File: config.mk
export PLATFORM = sky130hd
export DESIGN_NAME = seven_seg_scanner
export DESIGN_NICKNAME = d
export VERILOG_FILES = /design/src/rtl/seven_seg_scanner.sv
export SDC_FILE = /design/constraint.sdc
export NUM_CORES = 1
export LEC_CHECK = 0
export ABC_AREA = 1
export ABC_CLOCK_PERIOD_IN_PS = 2600
export BUFFER_PORTS_ARGS = -buffer_cell sky130_fd_sc_hd__buf_2
export CAP_MARGIN = 20
export CORE_UTILIZATION = 45
export CTS_CLUSTER_SIZE = 8
export DETAILED_ROUTE_END_ITERATION = 6
export HOLD_SLACK_MARGIN = 0.12
export PLACE_DENSITY = 0.65
export SYNTH_ARGS = -nofsm -noshare
export SYNTH_HDL_FRONTEND = slang
export SYNTH_SLANG_ARGS = --single-unit
File: constraint.sdc
create_clock -name clock -period 2.6 [get_ports clock]
set_clock_uncertainty 0.15 [all_clocks]
set_input_delay 0.52 -clock clock [delete_from_list [all_inputs] [get_ports clock]]
set_output_delay 0.52 -clock clock [all_outputs]
set_load 0.05 [all_outputs]
File: src/rtl/seven_seg_scanner.sv
// Multiplexed hex seven-segment driver with PWM dimming, leading-zero
// suppression and a frame-synchronous double-buffered load.
module seven_seg_scanner #(
  parameter int DIGITS     = 4,
  parameter int SCAN_DIV   = 50000,
  parameter int BRIGHT_W   = 4,
  parameter bit ACTIVE_LOW = 1'b1
) (
  input  logic                  clock,
  input  logic                  reset_n,
  input  logic [4*DIGITS-1:0]   value,
  input  logic [DIGITS-1:0]     dp,
  input  logic [DIGITS-1:0]     blank,
  input  logic                  lz_suppress,
  input  logic [BRIGHT_W-1:0]   brightness,
  input  logic                  load,
  output logic                  pending,
  output logic                  frame_done,
  output logic [DIGITS-1:0]     an,
  output logic [6:0]            seg,
  output logic                  seg_dp
);

  localparam int SW   = $clog2(SCAN_DIV + 1);
  localparam int IW   = (DIGITS > 1) ? $clog2(DIGITS) : 1;
  localparam int STEP = SCAN_DIV >> BRIGHT_W;

  localparam logic [SW-1:0]     SLOT_LAST = SW'(SCAN_DIV - 1);
  localparam logic [SW-1:0]     FULL      = SW'(SCAN_DIV);
  localparam logic [IW-1:0]     IDX_LAST  = IW'(DIGITS - 1);
  localparam logic [DIGITS-1:0] AN_OFF    = {DIGITS{ACTIVE_LOW}};
  localparam logic [6:0]        SEG_OFF   = {7{ACTIVE_LOW}};

  function automatic logic [6:0] decode(input logic [3:0] n);
    logic [6:0] s;
    case (n)
      4'h0: s = 7'h3F;
      4'h1: s = 7'h06;
      4'h2: s = 7'h5B;
      4'h3: s = 7'h4F;
      4'h4: s = 7'h66;
      4'h5: s = 7'h6D;
      4'h6: s = 7'h7D;
      4'h7: s = 7'h07;
      4'h8: s = 7'h7F;
      4'h9: s = 7'h6F;
      4'hA: s = 7'h77;
      4'hB: s = 7'h7C;
      4'hC: s = 7'h39;
      4'hD: s = 7'h5E;
      4'hE: s = 7'h79;
      default: s = 7'h71;
    endcase
    return s;
  endfunction

  // Walk down from the top digit; stop at the first digit worth showing.
  function automatic logic [DIGITS-1:0] lz_mask(
    input logic [4*DIGITS-1:0] v,
    input logic [DIGITS-1:0]   d,
    input logic                en
  );
    logic [DIGITS-1:0] m;
    logic              live;
    m    = '0;
    live = en;
    for (int i = DIGITS - 1; i > 0; i--) begin
      if (live && v[4*i +: 4] == 4'h0 && !d[i]) m[i] = 1'b1;
      else live = 1'b0;
    end
    return m;
  endfunction

  logic [SW-1:0]         slot_q, slot_d, thresh_q, thresh_d;
  logic [IW-1:0]         idx_q, idx_d;
  logic [4*DIGITS-1:0]   sh_val_q, sh_val_d, ac_val_q, ac_val_d;
  logic [DIGITS-1:0]     sh_dp_q, sh_dp_d, ac_dp_q, ac_dp_d;
  logic [DIGITS-1:0]     sh_bl_q, sh_bl_d, ac_bl_q, ac_bl_d;
  logic [DIGITS-1:0]     mask_q, mask_d;
  logic                  sh_lz_q, sh_lz_d;
  logic                  pend_q, pend_d;
  logic                  fd_q;
  logic [DIGITS-1:0]     an_q, an_d, on;
  logic [6:0]            seg_q, seg_d;
  logic                  dp_q, dp_d;
  logic                  slot_last, idx_last, boundary, lit;
  logic [3:0]            nib;

  always_comb begin
    slot_last = slot_q == SLOT_LAST;
    idx_last  = idx_q == IDX_LAST;
    boundary  = slot_last && idx_last;
    slot_d    = slot_last ? '0 : slot_q + 1'b1;
    idx_d     = idx_q;
    if (slot_last) idx_d = idx_last ? '0 : idx_q + 1'b1;

    thresh_d = thresh_q;
    if (boundary) thresh_d = (&brightness) ? FULL : SW'(brightness * STEP);

    sh_val_d = sh_val_q;
    sh_dp_d  = sh_dp_q;
    sh_bl_d  = sh_bl_q;
    sh_lz_d  = sh_lz_q;
    ac_val_d = ac_val_q;
    ac_dp_d  = ac_dp_q;
    ac_bl_d  = ac_bl_q;
    mask_d   = mask_q;
    pend_d   = pend_q;
    if (load && boundary) begin
      ac_val_d = value;
      ac_dp_d  = dp;
      ac_bl_d  = blank;
      mask_d   = lz_mask(value, dp, lz_suppress);
      pend_d   = 1'b0;
    end else if (load) begin
      sh_val_d = value;
      sh_dp_d  = dp;
      sh_bl_d  = blank;
      sh_lz_d  = lz_suppress;
      pend_d   = 1'b1;
    end else if (boundary && pend_q) begin
      ac_val_d = sh_val_q;
      ac_dp_d  = sh_dp_q;
      ac_bl_d  = sh_bl_q;
      mask_d   = lz_mask(sh_val_q, sh_dp_q, sh_lz_q);
      pend_d   = 1'b0;
    end

    nib        = ac_val_q[{idx_q, 2'b00} +: 4];
    lit        = !ac_bl_q[idx_q] && !mask_q[idx_q] && (slot_q < thresh_q);
    on         = '0;
    on[idx_q]  = lit;
    an_d       = on ^ AN_OFF;
    seg_d      = decode(nib) ^ SEG_OFF;
    dp_d       = ac_dp_q[idx_q] ^ ACTIVE_LOW;
  end

  always_ff @(posedge clock) begin
    if (!reset_n) begin
      slot_q   <= '0;
      idx_q    <= '0;
      thresh_q <= '0;
      sh_val_q <= '0;
      sh_dp_q  <= '0;
      sh_bl_q  <= '0;
      sh_lz_q  <= 1'b0;
      ac_val_q <= '0;
      ac_dp_q  <= '0;
      ac_bl_q  <= '0;
      mask_q   <= '0;
      pend_q   <= 1'b0;
      fd_q     <= 1'b0;
      an_q     <= AN_OFF;
      seg_q    <= SEG_OFF;
      dp_q     <= ACTIVE_LOW;
    end else begin
      slot_q   <= slot_d;
      idx_q    <= idx_d;
      thresh_q <= thresh_d;
      sh_val_q <= sh_val_d;
      sh_dp_q  <= sh_dp_d;
      sh_bl_q  <= sh_bl_d;
      sh_lz_q  <= sh_lz_d;
      ac_val_q <= ac_val_d;
      ac_dp_q  <= ac_dp_d;
      ac_bl_q  <= ac_bl_d;
      mask_q   <= mask_d;
      pend_q   <= pend_d;
      fd_q     <= boundary;
      an_q     <= an_d;
      seg_q    <= seg_d;
      dp_q     <= dp_d;
    end
  end

  assign pending    = pend_q;
  assign frame_done = fd_q;
  assign an         = an_q;
  assign seg        = seg_q;
  assign seg_dp     = dp_q;

endmodule
* Word level (Yosys, flattened, before mapping)
Memory sizes are Yosys's and may differ from the RTL's.
Index checks and enable logic that the tools add are counted.
** Storage, ports and cells
- Bits in registers :: 100
- Bits in read-only memories :: 112
- Output and inout port bits :: 14
- Logic and storage cells :: 114
- Memories :: 1
** Memory list
- (no name shown) :: depth 16, width 7, rd ports 1, clocked after memory_dff 0, write ports 0, RTL line 36 : case (n)
** Cells by class
- $add $sub $neg :: 2
- $mul :: 1
- Magnitude comparators :: 3
- Eq/ne operators :: 3
- Shift-type cells :: 1
- Mux-type cells :: 42
- Bitwise operators :: 6
- Reduce and logical (&&, ||, !) cells :: 39
** Operators by type and width (count)
- two-way mux 16 bit :: 4
- two-way mux 4 bit :: 9
- logical NOT 4 bit :: 6
- two-way mux 1 bit :: 24
- logical AND 1 bit :: 18
- adder 16 x 1 -> 16 bit (second input constant) :: 1
- equality test 16 bit (second input constant) :: 1
- less-than comparator 16 bit :: 1
- multiplier 4 x 12 -> 16 bit (second input constant) :: 1
- indexed part select 16 x 5 -> 4 bit :: 1
- logical NOT 1 bit :: 8
- NOT 7 bit :: 1
- binary-select mux 1 bit (select 2 bit) :: 3
- bitwise AND 4 bit :: 1
- NOT 4 bit :: 1
- AND reduction 2 bit :: 2
- AND reduction 4 bit :: 1
- nonzero test 2 bit :: 2
- OR reduction 2 bit :: 2
- less-than comparator 2 x 3 -> 1 bit (second input constant) :: 1
- NOT 1 bit :: 3
- adder 2 x 1 -> 2 bit (second input constant) :: 1
- demux 1 bit (select 2 bit) :: 1
- equality test 2 bit (second input constant) :: 1
- 3 further kinds :: 3

* Depth between registers and ports, before layout
Gate-level depths: netlist of run 1.
- Depth after elaboration :: 19
- Depth in mapped cells :: 14
- Gate-level depth less buffers :: 14

* Least setup slack after synthesis of run 1
Ideal clock, no wire load.
- Path kind :: input-to-reg
- Start :: input brightness[1]
- End :: register thresh_q[8]
- Library setup time :: 0.120 ns
- Arrival time :: 2.304 ns
- Setup slack :: 0.026 ns
- Stages :: 11
- Cells stage by stage :: ha_1 xor2_1 ha_1 a21o_1 ha_1 nand2_1 o21ai_0 inv_1 o21ai_0 xor2_1 a21oi_1
** On the way
- Word-level cells in the longest chain between the ends :: 2
** Ends and longest elaborated chain
- from (decl) :: RTL line 15 : input logic [BRIGHT_W-1:0] brightness,
- multiplier 4 x 12 -> 16 bit or AND reduction 4 bit (tied branches) :: RTL line 98 : if (boundary) thresh_d = (&brightness) ? FULL : SW'(brightness * STEP);
- two-way mux 16 bit (*) :: RTL line 98
- to (signal assigned) :: RTL line 159 : thresh_q <= thresh_d;
- to (decl) :: RTL line 74 : logic [SW-1:0] slot_q, slot_d, thresh_q, thresh_d;
Every way passes the cells marked *; elsewhere a longest branch is shown, timed or not.
A chain may end at the register's enable or synchronous reset.

* Worst setup path after layout of run 1
Same ends and word-level chain as after synthesis.

==> out/metrics.cfg, run 1 <==
[global_route]
grt-ovfl-total=0
grt_max_degree=42
grt_pass1_wl_mm=22.6
antenna_found_initial=0
grt_use_total_pct=21.6
grt_pass1_vias=4834

[synth]
synth-edff-count=0
ys.flop_type=dfxtp_1
yosys.area.top_type_share_pct=34.9
synthCells=786
ys_top_cells_by_area=dfxtp_1 35%, nand2_1 10%, ha_1 9.6%, inv_1 7.8%, o21ai_0 5.7%
synthArstFlopShare_pct=0
yosysUniqueCellTypes=47
ys_warn_count=0
ys_seq_elements=100
synthesis.area_sq_mm=0.00574
ys_seq_area_share_pct=34.9
synth.avg_cell_area_sq_um=7.30
syn-num-nets=862
yosys.area.top_type=dfxtp_1

[worst_setup_path]
worstReg2RegEnd=seg[3]
path_buf_inv=3
endpoint_kind=register
cp_cell_sequence=buf_2, ha_1, xor2_1, ha_1, a21o_1, ha_1, nand2_1, o21ai_0, buf_4, inv_1, o21ai_0, xor2_1, a21oi_1
worstPathRequired_ns=2.68
slowest_delay_ns=0.33
ff2ff_setup_slack_ns=0.30
ff2ff_path_depth=10
worstSetupPathType=primary input to register
cpMaxStageDelayCell=ha_1
crit_arrival_ns=2.53
crit_fanout=4
crit_family=adder cells
cp_common_cell=ha_1
rr_startpoint=idx_q[1]
worst_setup_path_start_kind=primary input

[timing]
timing.hold.ws_ns=0.271
tightest_slew_ns=0.538
fin_crit_ns=2.45
max_slew_margin_pct=64.0
fin_crit_sh_pct=94.3
rsz0062_at_grt=false
final_max_slew_viol_count=0
fmax_mhz=408
setup_violations=0
setup_ws_ns=0.149
hold_violations=0
setup_tns_ns=0

[die]
ios=46
fp-row-count=40
start_util_pct=47.0
core_sq_mm=0.0122
dieWidth_microns=115
dieHeight_microns=115
die_area_sq_mm=0.0132

[pwr]
total_leakage_power_uw=0.00301
p_sw_share_pct=26.5
p_per_area_mw_per_mm2=501
combPwrFrac_pct=12.7
vdd_ir_drop_max_v=0.000275
power_switching_uw=855
p_int_uw=2370
power_frac_seq_pct=49.3
p_total_uw=3230
clkPwrFrac_pct=38.0

[worst_hold_path]
holdCritStartpoint=value[0]
hold_class=primary input to register
whs_path_depth=3
hold_path_end=sh_val_q[0]

[final_layout]
fillers=1269
drive_gt1_share_pct=15.4
n_antenna_cell=0
multi_input_area_sq_mm=0.00310
nNetsFinal=913
regArea_sq_mm=0.00200
area_delta_synth_final_pct=12.3
final_cell_area_sq_mm=0.00644

[routing]
viasPerCell=5.01
drt-wirelength-per-cell_microns=13.1
drtAntennaViolNets=0
remaining_drc_errors=0
drt_first_pass_iters=5
wl_mm=13.2
drt_iter0_drc=343
vias=5061

[clock_network]
ctsHoldBuffers=0
cts_inserted_buffers=9
clock_sinks=100
worst_skew_pair.late_latency_ns=0.34
htree_levels=3
cts_resized=0
root_buffer=clkbuf_16
cts_tree=yes
clk_pin_slew_worst_paths_ns=0.07
clk_path_buf_depth=2
postCtsSetupBuffers=0

[place]
dp_worst_setup_slack_ns=-0.208
dpl_cell_area_sq_mm=0.00618
place_congestion=0.833
hpwl_mm=10.0
portBuffers=45

[status]
status=complete, no violations

[job]
drv_cap=0

## how the worst max path moves through the flow
stage	from	endpoint	slack [ns]	cells past startpoint
2_1_floorplan	brightness[1]	thresh_q[8]	0.03	11
3_3_place_gp	brightness[1]	thresh_q[8]	-0.17	13
3_5_place_dp	brightness[1]	thresh_q[8]	-0.21	13
4_1_cts	brightness[1]	thresh_q[8]	0.16	13
5_1_grt	brightness[1]	thresh_q[8]	0.02	13
6_report	brightness[1]	thresh_q[8]	0.15	13
## per-layer routing
layer | up-vias | wire, microns | global-route usage (%)
met5 | - | 0 | 0
met1 | 2281 | 6920 | 31.1
li1 | 2667 | - | -
met3 | 14 | 501 | 2.64
met4 | 0 | 199 | 7.88
met2 | 99 | 5630 | 33.3
## area by class of cell
type	count	area share, %
flip-flops and latches	100	31.1
inverters	125	7.30
repair buffers	65	6.22
clock inverters	4	0.408
multi-input cells	536	48.1
well taps	168	3.26
clock buffers	12	3.67
## Yosys cell counts (3+ instances only)
cell and n:
a21oi_2 21, nor3_1 12, nor2_4 5, o21ai_2 3
nor2_2 4, nand3_1 36, ha_1 44, nand4_1 14
xnor2_1 3, o21ai_0 65, o22ai_1 5, nor3b_1 3
buf_2 8, buf_6 8, o211ai_1 4, o21ai_1 16
nand2_1 153, clkbuf_1 6, inv_1 119, xor2_1 8
dfxtp_1 100, a21oi_1 63, nor2_1 48, nand2_2 4
inv_2 5
## registers in the layout (all words and copies together) (netlist names)
| signal | count |
|---|---|
| ac_bl_q | 4 |
| ac_dp_q | 4 |
| ac_val_q | 16 |
| an | 4 |
| frame_done | 1 |
| idx_q | 2 |
| mask_q | 3 |
| pending | 1 |
| seg | 7 |
| seg_dp | 1 |
| sh_bl_q | 4 |
| sh_dp_q | 4 |
| sh_lz_q | 1 |
| sh_val_q | 16 |
| slot_q | 16 |
| thresh_q | 16 |
## power by group through the flow
| stage | clock network [uW] | logic, uW | registers (uW) |
|---|---|---|---|
| after global placement | 0 | 404 | 1620 |
| after floorplan | 0 | 247 | 1650 |
| final | 1230 | 410 | 1590 |
| after CTS | 1250 | 410 | 1590 |
| after global routing | 1310 | 461 | 1600 |
| after detailed placement | 0 | 408 | 1630 |
## layout by cell type (no fill, tap or decap), types with 3 or more instances in the layout
cell type	count
inv_2	5
nor2_4	5
o21ai_0	65
nand3_1	36
clkinv_2	3
nand2_1	153
xor2_1	8
nand2_2	4
xnor2_1	3
nor2_2	4
inv_1	119
a21oi_1	63
nand4_1	14
o21ai_2	3
a21oi_2	21
buf_4	18
ha_1	44
clkbuf_1	3
dfxtp_1	100
nor2_1	48
buf_2	45
o22ai_1	5
clkbuf_16	9
o21ai_1	16
nor3_1	12
nor3b_1	3
o211ai_1	4
## logic make-up (layout without fill, tap and decap cells)
| kind of cell | after synthesis | count (layout) | share of synthesized area (%) |
|---|---|---|---|
| buffers and inverters | 150 | 206 | 11.1 |
| xor gates and xnor gates | 11 | 11 | 1.68 |
| adders and majority gates | 44 | 44 | 9.60 |
| and+or+nand+nor | 294 | 294 | 24.1 |
| AOI/OAI and AO/OA | 187 | 187 | 18.6 |
| DFF | 100 | 100 | 34.9 |
## worst min-delay path: stages
cell and delay (ns):
buf_2 0.07, inv_1 0.04, a21oi_1 0.10
## per-stage QoR
stage / instances / util, %
5_1_grt: 1010 / 52.7
3_5_place_dp: 994 / 50.6
4_1_cts: 1010 / 52.7
2_1_floorplan: 786 / -
3_3_place_gp: 994 / 50.6
6_report: 1010 / 52.7
No activity file was read; power rests on OpenSTA's default activity.
==> run 2: changes to the inputs <==
--- a/config.mk
+++ b/config.mk
@@ -9,11 +9,13 @@
 export ABC_CLOCK_PERIOD_IN_PS = 2600
 export BUFFER_PORTS_ARGS = -buffer_cell sky130_fd_sc_hd__buf_2
 export CAP_MARGIN = 20
-export CORE_UTILIZATION = 45
+export CELL_PAD_IN_SITES_DETAIL_PLACEMENT = 1
+export CELL_PAD_IN_SITES_GLOBAL_PLACEMENT = 1
+export CORE_UTILIZATION = 38
 export CTS_CLUSTER_SIZE = 8
 export DETAILED_ROUTE_END_ITERATION = 6
 export HOLD_SLACK_MARGIN = 0.12
-export PLACE_DENSITY = 0.65
+export PLACE_DENSITY_LB_ADDON = 0.1
 export SYNTH_ARGS = -nofsm -noshare
 export SYNTH_HDL_FRONTEND = slang
 export SYNTH_SLANG_ARGS = --single-unit
==> out/metrics.cfg, run 2 (synthesis gave the netlist of run 1 again) <==
[status]
status=finished, violations left
violations=DRC

[global_route]
grt_max_degree=41
grtUsageMet2_pct=35.4
antenna_found_initial=0
grt-ovfl-total=0
busiest_layer=met2
grt_use_total_pct=21.9
grt_pass1_wl_mm=27.3
use_met1_pct=30.4
grt_pass1_vias=5458
met3_usage_pct=2.92

[pwr]
p_sw_share_pct=27.1
total_leakage_power_uw=0.00306
p_total_uw=3340
vdd_ir_drop_max_v=0.000305
p_int_uw=2440
clkPwrFrac_pct=39.1
power_switching_uw=905
combPwrFrac_pct=13.3
power_frac_seq_pct=47.6
p_per_area_mw_per_mm2=512

[clock_network]
cts_tree=yes
cts_inserted_buffers=9
postCtsSetupBuffers=0
htree_levels=3
root_buffer=clkbuf_16
clk_path_buf_depth=2
worst_skew_pair.late_latency_ns=0.35
ctsHoldBuffers=0
clock_sinks=100
clk_pin_slew_worst_paths_ns=0.07

[final_layout]
multi_input_area_sq_mm=0.00310
mostFrequentLayoutCell=nand2_1
final_cell_area_sq_mm=0.00653
fillers=1887
layoutNonFillerInstCount=1033
area_delta_synth_final_pct=13.8
n_antenna_cell=0
nNetsFinal=920
drive_gt1_share_pct=16.5
regArea_sq_mm=0.00200
mostFrequentLayoutCells=153 x nand2_1, 119 x inv_1, 100 x dfxtp_1
utilization_pct=44.6

[worst_setup_path]
endpoint_kind=register
timing.critical_path.from=brightness[3]
crit_fanout=4
worstPathRequired_ns=2.70
crit_arrival_ns=2.48
worstSetupPathType=primary input to register
rr_startpoint=slot_q[0]
worst_setup_path_start_kind=primary input

[worst_hold_path]
hold_class=primary input to register
holdCritStartpoint=value[2]

[die]
dieWidth_microns=125
start_util_pct=39.2
die_area_sq_mm=0.0156
core_sq_mm=0.0146
fp-row-count=44
ios=46
dieHeight_microns=125

[routing]
drt_first_pass_iters=6
drt-wirelength-per-cell_microns=15.6
viasPerCell=5.10
drt_iter0_drc=215
wl_mm=16.1
vias=5273
remaining_drc_errors=6
drtAntennaViolNets=0

[place]
place_congestion=0.839
portBuffers=45
dp_cells=1017
dpl_cell_area_sq_mm=0.00624
hpwl_mm=12.5
dp_worst_setup_slack_ns=-0.208

[job]
drv_cap=0

[timing]
fin_crit_ns=2.39
hold_violations=0
max_slew_margin_pct=62.7
fin_crit_sh_pct=91.9
setup_violations=0
tightest_slew_ns=0.559
setup_ws_ns=0.212
fmax_mhz=419
final_max_slew_viol_count=0
rsz0062_at_grt=false

run 2: cell types whose count changed in the layout (fill, tap and decap cells not counted), sizes merged:
cell / previous run / this run
clkbuf: 12 / 11
inv: 124 / 125
buf: 65 / 72
run 2: path summary, 6_finish.rpt:
| path | slack [ns] | cells after the start | endpoint |
|---|---|---|---|
| max | 0.21 | 12 | thresh_q[14] |
| min | 0.27 | 3 | sh_val_q[2] |
| max reg2reg | 0.42 | 8 | sh_val_q[12] |
| min reg2reg | 0.31 | 2 | sh_lz_q |
run 2: critical path, stage by stage:
cell     delay, ns
buf_2         0.13
ha_1          0.28
inv_1         0.04
ha_1          0.32
ha_1          0.34
a21oi_1       0.21
nor2_1        0.08
o21ai_0       0.22
nand3_1       0.10
nand2_1       0.07
nand3_1       0.05
and2_1        0.13
run 2: per-stage QoR:
step                setup TNS (ns)  hold WS (ns)
floorplan                        0         0.277
global placement            -0.756         0.295
detailed placement          -0.987         0.301
CTS                              0         0.265
global route                     0         0.274
finish                           0         0.274
run 2: area by class of cell:
| type | count | share of cell area, % |
|---|---|---|
| clock buffer | 11 | 3.87 |
| clock inverter | 5 | 0.537 |
| inverter | 125 | 7.21 |
| multi-input combinational | 536 | 47.4 |
| sequential | 100 | 30.7 |
| tap | 184 | 3.53 |
| timing repair buffer | 72 | 6.75 |
run 2: repair_timing:
| item | 4_1_cts | 5_1_grt |
|---|---|---|
| endpoints found under the setup margin | 0 | 3 |
| resized for setup | 0 | 2 |
| endpoints found under the hold margin | 0 | 0 |
run 2: per-layer routing:
metal,vias up,wire [microns]
li1,2678,-
met5,-,0
met1,2508,8290
met4,0,228
met3,17,477
met2,70,7070
run 2: power by group through the flow:
stage | clock network, uW | registers, uW | logic (uW)
after floorplan | 0 | 1650 | 247
final | 1310 | 1590 | 443
after detailed placement | 0 | 1630 | 439
after CTS | 1350 | 1590 | 443
after global routing | 1400 | 1600 | 496
after global placement | 0 | 1620 | 432
